**config.mk**
```make
export PLATFORM = sky130hd
export DESIGN_NAME = ahb_dphase_mux
export DESIGN_NICKNAME = d
export VERILOG_FILES = /design/src/rtl/ahb_dphase_mux_pkg.sv /design/src/rtl/ahb_dphase_mux_onehot_mux.sv /design/src/rtl/ahb_dphase_mux.sv
export SDC_FILE = /design/constraint.sdc
export NUM_CORES = 1
export LEC_CHECK = 0
export ABC_AREA = 1
export BUFFER_PORTS_ARGS = -buffer_cell sky130_fd_sc_hd__buf_4
export CAP_MARGIN = 20
export CORE_ASPECT_RATIO = 1.1
export CORE_MARGIN = 3
export CORE_UTILIZATION = 28
export CTS_CLUSTER_DIAMETER = 150
export DETAILED_ROUTE_END_ITERATION = 16
export PLACE_DENSITY_LB_ADDON = 0.2
export SLEW_MARGIN = 10
export SYNTH_ARGS = -nofsm -noshare
export SYNTH_HDL_FRONTEND = slang
export SYNTH_SLANG_ARGS = --single-unit
```
**constraint.sdc**
```tcl
create_clock -name hclk -period 2.4 [get_ports hclk]
set_input_delay 0.12 -clock hclk [delete_from_list [all_inputs] [get_ports hclk]]
set_output_delay 0.12 -clock hclk [all_outputs]
set_load 0.1 [all_outputs]
```
**src/rtl/ahb_dphase_mux_pkg.sv**
```systemverilog
// Shared types and helpers for the AHB data-phase response multiplexer.
// Holds the data-phase state encoding, HRESP codes and the one-hot check.
package ahb_dphase_mux_pkg;

    typedef enum logic [1:0] {
        D_IDLE,
        D_SLV,
        D_ERR1,
        D_ERR2
    } dphase_state_e;

    localparam logic HRESP_OKAY  = 1'b0;
    localparam logic HRESP_ERROR = 1'b1;

    // True when exactly one of the low n bits of v is set.
    function automatic logic is_onehot(logic [31:0] v, int n);
        int cnt;
        cnt = 0;
        for (int i = 0; i < 32; i++) begin
            if (i < n && v[i]) begin
                cnt++;
            end
        end
        return (cnt == 1);
    endfunction

endpackage

```
**src/rtl/ahb_dphase_mux_onehot_mux.sv**
```systemverilog
// AND-OR selector over CHANNEL_NUM inputs; yields zero unless the select is one-hot.
module ahb_onehot_mux
    import ahb_dphase_mux_pkg::*;
#(
    parameter int CHANNEL_NUM = 4,
    parameter int WIDTH       = 34
) (
    input  logic [CHANNEL_NUM-1:0]            sel_i,
    input  logic [CHANNEL_NUM-1:0][WIDTH-1:0] data_i,
    output logic [WIDTH-1:0]                  data_o
);

    always_comb begin
        data_o = '0;
        if (is_onehot(32'(sel_i), CHANNEL_NUM)) begin
            for (int i = 0; i < CHANNEL_NUM; i++) begin
                if (sel_i[i]) begin
                    data_o |= data_i[i];
                end
            end
        end
    end

endmodule

```
**src/rtl/ahb_dphase_mux.sv**
```systemverilog
// AHB read-data/response mux: tracks the address-phase select into the data phase
// and answers unmapped or multi-hot selects with a built-in two-cycle ERROR slave.
module ahb_dphase_mux
    import ahb_dphase_mux_pkg::*;
#(
    parameter int CHANNEL_NUM = 4,
    parameter int PAYLOAD     = 34,
    parameter int REG_OUT     = 0
) (
    input  logic                              hclk,
    input  logic                              hreset,
    input  logic                              hready_in,
    input  logic                              htrans_valid,
    input  logic [CHANNEL_NUM-1:0]            sel_addr,
    input  logic [CHANNEL_NUM-1:0][PAYLOAD-1:0] payload_in,
    input  logic [CHANNEL_NUM-1:0]            hreadyout_in,
    input  logic [CHANNEL_NUM-1:0]            hresp_in,
    output logic [PAYLOAD-1:0]                payload_out,
    output logic                              hready_out,
    output logic                              hresp_out,
    output logic [CHANNEL_NUM-1:0]            sel_data,
    output logic                              sel_err
);

    dphase_state_e                 state_q, state_d;
    logic [CHANNEL_NUM-1:0]        sel_data_q, sel_data_d;
    logic [CHANNEL_NUM-1:0][1:0]   slv_rsp;
    logic [1:0]                    slv_rsp_sel;
    logic [PAYLOAD-1:0]            slv_payload;
    logic [PAYLOAD-1:0]            payload_d;
    logic                          hready_d;
    logic                          hresp_d;
    logic                          addr_onehot;

    for (genvar i = 0; i < CHANNEL_NUM; i++) begin : g_rsp
        assign slv_rsp[i] = {hreadyout_in[i], hresp_in[i]};
    end

    ahb_onehot_mux #(.CHANNEL_NUM(CHANNEL_NUM), .WIDTH(PAYLOAD)) u_payload_mux (
        .sel_i  (sel_data_q),
        .data_i (payload_in),
        .data_o (slv_payload)
    );

    ahb_onehot_mux #(.CHANNEL_NUM(CHANNEL_NUM), .WIDTH(2)) u_rsp_mux (
        .sel_i  (sel_data_q),
        .data_i (slv_rsp),
        .data_o (slv_rsp_sel)
    );

    assign addr_onehot = is_onehot(32'(sel_addr), CHANNEL_NUM);
    assign sel_data    = sel_data_q;

    always_ff @(posedge hclk) begin
        if (hreset) begin
            state_q    <= D_IDLE;
            sel_data_q <= '0;
        end else begin
            state_q    <= state_d;
            sel_data_q <= sel_data_d;
        end
    end

    always_comb begin
        payload_d  = '0;
        hready_d   = 1'b1;
        hresp_d    = HRESP_OKAY;
        state_d    = state_q;
        sel_data_d = sel_data_q;
        sel_err    = 1'b0;

        unique case (state_q)
            D_SLV: begin
                payload_d = slv_payload;
                hready_d  = slv_rsp_sel[1];
                hresp_d   = slv_rsp_sel[0];
            end
            D_ERR1: begin
                hready_d = 1'b0;
                hresp_d  = HRESP_ERROR;
            end
            D_ERR2: begin
                hresp_d = HRESP_ERROR;
            end
            default: ;
        endcase

        // A new address phase is taken only when the current data phase completes.
        if (state_q == D_ERR1) begin
            state_d = D_ERR2;
        end else if (hready_in && hready_d) begin
            if (!htrans_valid) begin
                state_d    = D_IDLE;
                sel_data_d = '0;
            end else if (addr_onehot) begin
                state_d    = D_SLV;
                sel_data_d = sel_addr;
            end else begin
                state_d    = D_ERR1;
                sel_data_d = '0;
                sel_err    = !hreset;
            end
        end
    end

    if (REG_OUT != 0) begin : g_reg_out
        logic [PAYLOAD-1:0] payload_q;
        logic               hready_q;
        logic               hresp_q;

        always_ff @(posedge hclk) begin
            if (hreset) begin
                payload_q <= '0;
                hready_q  <= 1'b1;
                hresp_q   <= HRESP_OKAY;
            end else begin
                payload_q <= payload_d;
                hready_q  <= hready_d;
                hresp_q   <= hresp_d;
            end
        end

        assign payload_out = payload_q;
        assign hready_out  = hready_q;
        assign hresp_out   = hresp_q;
    end else begin : g_comb_out
        assign payload_out = payload_d;
        assign hready_out  = hready_d;
        assign hresp_out   = hresp_d;
    end

endmodule

```
== Word-level counts from Yosys, hierarchy flattened ==
Cells that the tools add are included.

* $lt $le $gt $ge: 0
* Equality and inequality tests: 5
* Shifts and indexed selects: 0
* Multiplexer cells: 37
* $mul: 0
* $add $sub $neg: 6
* Div/mod/pow operators: 0
* Bitwise logic cells: 7
* Reductions and logical operators: 5

{| class="wikitable"
|+ Operator list
! operator !! count
|-
| two-way mux 34 bit || 9
|-
| two-way mux 32 bit || 6
|-
| adder 32 x 2 -> 32 bit, second input constant || 5
|-
| OR 34 bit || 3
|-
| equality test 32 x 2 -> 1 bit, second input constant || 2
|-
| two-way mux 2 bit || 12
|-
| two-way mux 4 bit || 2
|-
| two-way mux 1 bit || 6
|-
| OR 2 bit || 3
|-
| equality test 2 bit, second input constant || 2
|-
| one-hot mux 1 bit (2 select lines) || 2
|-
| adder 1 x 1 -> 2 bit, second input constant || 1
|-
| equality test 2 x 1 -> 1 bit, second input constant || 1
|-
| AND reduction 2 bit || 1
|-
| nonzero test 2 bit || 1
|-
| OR reduction 2 bit || 1
|-
| logical AND 1 bit || 1
|-
| zero test 1 bit || 1
|-
| NOT 1 bit || 1
|}

* Logic and storage cells: 62
* Register bits: 6
* ROM bits: 0
* Bits in latches: 0
* Memories: 0
* RAM bits: 0

== Logic depth before layout (Yosys ltp) ==
* Depth after elaboration: 22
* Mapped depth: 17
* Depth with buffers taken out: 15

== Modules after synthesis ==
From an unflattened synthesis, not the netlist that was laid out.

* Cells, all modules: 362
* Area, all modules: 2128.3 µm²

{| class="wikitable"
|+ By module, submodules not included
! module !! instances !! cells an instance !! sequential area each (µm²) !! area an instance (µm²)
|-
| ahb_onehot_mux (u_payload_mux) || 1 || 198 || 0.0 || 1224.9
|-
| ahb_dphase_mux || 1 || 135 || 120.1 || 720.7
|-
| ahb_onehot_mux (u_rsp_mux) || 1 || 29 || 0.0 || 182.7
|}

== Worst setup path before layout ==
OpenSTA, ideal clock, no wires.

* Path type: flip-flop to output port
* From: register sel_data_q[0], in the netlist sel_data[0]
* To: output port hresp_out
* Data required time: 2280 ps
* Stages on the path, launching flop included: 14
* Data arrival time: 5000 ps
* Slack: -2720 ps
* Path buffers: 2
* Cells stage by stage: dfxtp_1 > clkbuf_1 > buf_1 > inv_1 > ha_1 > nor2_1 > nor2_2 > ha_1 > nor2_1 > o21ai_0 > nand2_1 > and2_1 > nand2_1 > o21ai_0

* Longest elaborated chain between the ends: 12
* Elaborated cells on any way between the ends: 20
* Those cells by class: add/sub: 3; eq/ne: 1; mux: 13; bitwise: 3

{| class="wikitable"
|+ Ends and longest elaborated chain
! what !! RTL line !! text
|-
| start, declared || ahb_dphase_mux.sv:26 || <nowiki>logic [CHANNEL_NUM-1:0] sel_data_q, sel_data_d;</nowiki>
|-
| start signal, assigned || ahb_dphase_mux.sv:60 || <nowiki>sel_data_q <= sel_data_d;</nowiki>
|-
| branches (longest 10 deep; another with adder 32 x 2 -> 32 bit) || n/a ||
|-
| two-way mux 2 bit * || ahb_dphase_mux_onehot_mux.sv:15 || <nowiki>if (is_onehot(32'(sel_i), CHANNEL_NUM)) begin</nowiki>
|-
| one-hot mux 1 bit (2 select lines) * || ahb_dphase_mux.sv:72 || <nowiki>unique case (state_q)</nowiki>
|-
| end, declared || ahb_dphase_mux.sv:20 || <nowiki>output logic hresp_out,</nowiki>
|}

Mark *: on every way between the ends. The select of a mux whose other input is x is not followed.

== Worst setup path in the final report ==
* From: register sel_data_q[0], in the netlist sel_data[0]
* To: output port payload_out[19]

* Longest elaborated chain between the ends: 12
* Elaborated cells on any way between the ends: 20
* Those cells by class: add/sub: 3; eq/ne: 1; mux: 13; bitwise: 3

{| class="wikitable"
|+ Ends and longest elaborated chain
! what !! RTL line !! text
|-
| branches (longest 10 deep; another with adder 32 x 2 -> 32 bit) || n/a ||
|-
| two-way mux 34 bit * || ahb_dphase_mux_onehot_mux.sv:15 ||
|-
| two-way mux 34 bit * || ahb_dphase_mux.sv:72 ||
|-
| end, declared || ahb_dphase_mux.sv:18 || <nowiki>output logic [PAYLOAD-1:0] payload_out,</nowiki>
|}

Marked as above.

==> metrics.cfg <==
[route]
drt_wl_total_um=9777
drcViolationCount=0
dr.pass1.iters=4
drt_iter0_markers=199
vias=2631
wl_per_cell_um=20.94
final_antenna_net_count=0
viasPerCell=5.634

[final_layout]
diodes=0
syn2layout_area_growth_pct=177.1
final_nets=570
fin_cells=467
drive_gt1_frac=0.6448
postLayoutCoreUtil=0.8190
fill_cells=298

[timing]
finalHoldViolations=0
min_period_ps=2483
finalSetupViolCount=35
rsz0062_at_grt=yes
tns_ps=-1579
tightest_slew_ps=644.1
fmax_mhz=402.8
holdWs_ps=99.65
report.final.slew_viol_count=0
fin_skew_ps=2.914
fin_crit_sh=1.035
max-slew-margin-rel=0.5706
layout_setup_ws_ps=-82.89

[place]
dp.cells=457
detailed_place_hpwl_um=6660
dp_slack_ps=3.335
portBuffers=192
place_congestion=0.8182

[setup_path]
worstSetupStartpointType=register
regToRegEndpoint=sel_data[3]
cpMostUsedCell=nor2_4
cp-end-kind=primary output
critPathMaxFanout=7
critical_path_class=register to primary output
crit_buf_inv=3
r2r-start=sel_data[0]
reg2reg_depth=14
slowest_delay_ps=360
cp.arrival_ps=2360
slowest_stage=dfxtp_4
crit_chain=inv_4 > ha_4 > nor2_4 > nor2_4 > ha_4 > nor2_2 > o21ai_1 > nand2_1 > and2_4 > nand2_8 > buf_16 > nor2_4 > buf_12
cpLargestDelayFamily=simple AND/OR/NAND/NOR gates
worst_ep_required_time_ps=2280
rrSetupSlack_ps=190

[floorplanning]
rows=26
die_w_um=73.51
core_region_area_sq_mm=0.004750
die_area_sq_mm=0.005900
die_y_um=80.27
ioPinCount=193
start_util=0.2956

[power_and_ir_drop]
power_density_mw_per_mm2=309.4
internal_power_mw=0.6267
power_frac_clock=0.142
ir_worst_vdd_mv=0.3469
switchingPower_mw=0.5767
p_leak_nw=1.691
p_sw_frac=0.4792
seq_power_share=0.102
pwr-share-comb=0.756

[worst_hold_path]
min_to=sel_data[1]
min_path_cells=2
min_path_type=input pin to register
worstHoldStart=hreset

[grt]
grt_max_degree=36
grt_pass1_wl_um=13900
antenna_found_initial=0
grt_pass1_vias=2609
grt-ovfl-total=0
groute.usage.overall=0.3031

[yosys]
synth-async-reset-ratio=0
netlist_area_sq_mm=0.001404
synth_area_leaders=a221oi_1 (22%), a22o_1 (22%), nor2_1 (12%)
yosysWarnings=0
yosysSeqAreaShare=0.08556
synth_top_cell_by_area=a221oi_1
ys.flop_type=dfxtp_1
yosysMostFrequentCell=nor2_1
syn_avg_cell_area_sq_um=6.469
synth_edf_count=0
ys_top_cells_by_count=nor2_1 (44), a221oi_1 (35), a22o_1 (35), nand2_1 (26), inv_1 (15)
synth_top_area_frac=0.2184
ys_ff_latch=6
syn_inst=217
synth_nets=375
synth_cell_types=24

[cts]
cts_root_buffer=clkbuf_8
cts.clk_slew.worst_paths_ps=40
clk_path_buf_depth=2
insertion_delay_ps=230
cts.sinks=6
htreeDepth=1
cts_buffers=3
cts_tree=yes

[run_status]
status=finished with violations
violations=negative setup slack

[run]
max_cap_viol_count=0

-- worst max-delay path by stage --
stage / startpoint / slack [ps] / end / cells after the start
5_1_grt: sel_data[1] / -190 / payload_out[19] / 14
2_1_floorplan: sel_data[0] / -1000 / sel_err / 15
4_1_cts: sel_data[0] / -60 / payload_out[14] / 14
3_3_place_gp: sel_data[0] / 100 / payload_out[23] / 12
6_report: sel_data[0] / -80 / payload_out[19] / 13
3_5_place_dp: sel_data[0] / 3 / payload_out[31] / 12
-- timing repair --
item	4_1_cts	5_1_grt
hold buffers	0	0
resized for setup	113	7
cloned	1	1
pin swaps	4	3
setup buffers	2	2
endpoints found under the setup margin	37	37
-- through the flow --
| stage | power, mW | instance area, sq um |
|---|---|---|
| after global placement | 0.9102 | 3254 |
| after floorplan | 0.6243 | 1752 |
| final | 1.203 | 3890 |
| after detailed placement | 0.9209 | 3254 |
| after CTS | 1.146 | 3821 |
| after global routing | 1.264 | 3890 |
-- layout make-up --
cell class	instances	area, sq um	area share
repair buffers	209	2106	0.5413
well taps	56	70.07	0.01801
inverters	15	61.31	0.01576
flip-flops and latches	6	127.6	0.03281
multi-input cells	177	1480	0.3805
clock buffers	4	45.04	0.01158
-- registers in the layout, indices dropped and copies added, names as in the netlist --
| signal | count |
|---|---|
| sel_data | 4 |
| state_q | 2 |
-- power groups by stage --
stage	combinational, mW	sequential, mW	clock (mW)
after global routing	0.961	0.125	0.178
final	0.910	0.123	0.171
after global placement	0.787	0.123	0
after floorplan	0.469	0.155	0
after CTS	0.859	0.122	0.166
after detailed placement	0.797	0.123	0
-- cell usage in the layout, fill, tap and decap left out, types with 7 or more instances in the layout --
master / instances
buf_4: 167
a221oi_1: 35
inv_1: 12
a22o_1: 35
nand2_1: 24
buf_12: 38
nor2_1: 7
nor2_4: 37
nand3_1: 12
-- cell families after synthesis --
family / after synthesis / synth area share
AO/OA/AOI/OAI: 79 / 0.4768
adder cells (fa/ha/maj): 6 / 0.05347
AND/OR/NAND/NOR: 89 / 0.2665
buffers and inverters: 34 / 0.09892
XOR/XNOR: 3 / 0.01872
flip-flops: 6 / 0.08556
-- worst register-to-register path, cell delays in order, from the launching register on --
cell,delay (ps)
dfxtp_4,360
inv_4,40
ha_4,280
nor2_4,40
nor2_4,140
ha_4,210
nor2_2,70
o21ai_1,60
nand2_1,100
nand3_2,110
a21oi_4,250
nand2_4,120
nand2_1,130
nand2_1,90
nor2_1,140
-- routing by layer --
layer  up-vias  GRT usage  share of wire
li1       1217          -              -
met1      1236     0.3442           0.34
met2       149     0.5390           0.54
met3        29    0.07885          0.091
met4         0    0.09964          0.030
met5         -          0              0
Note: power is estimated with default switching activity, not from simulation.
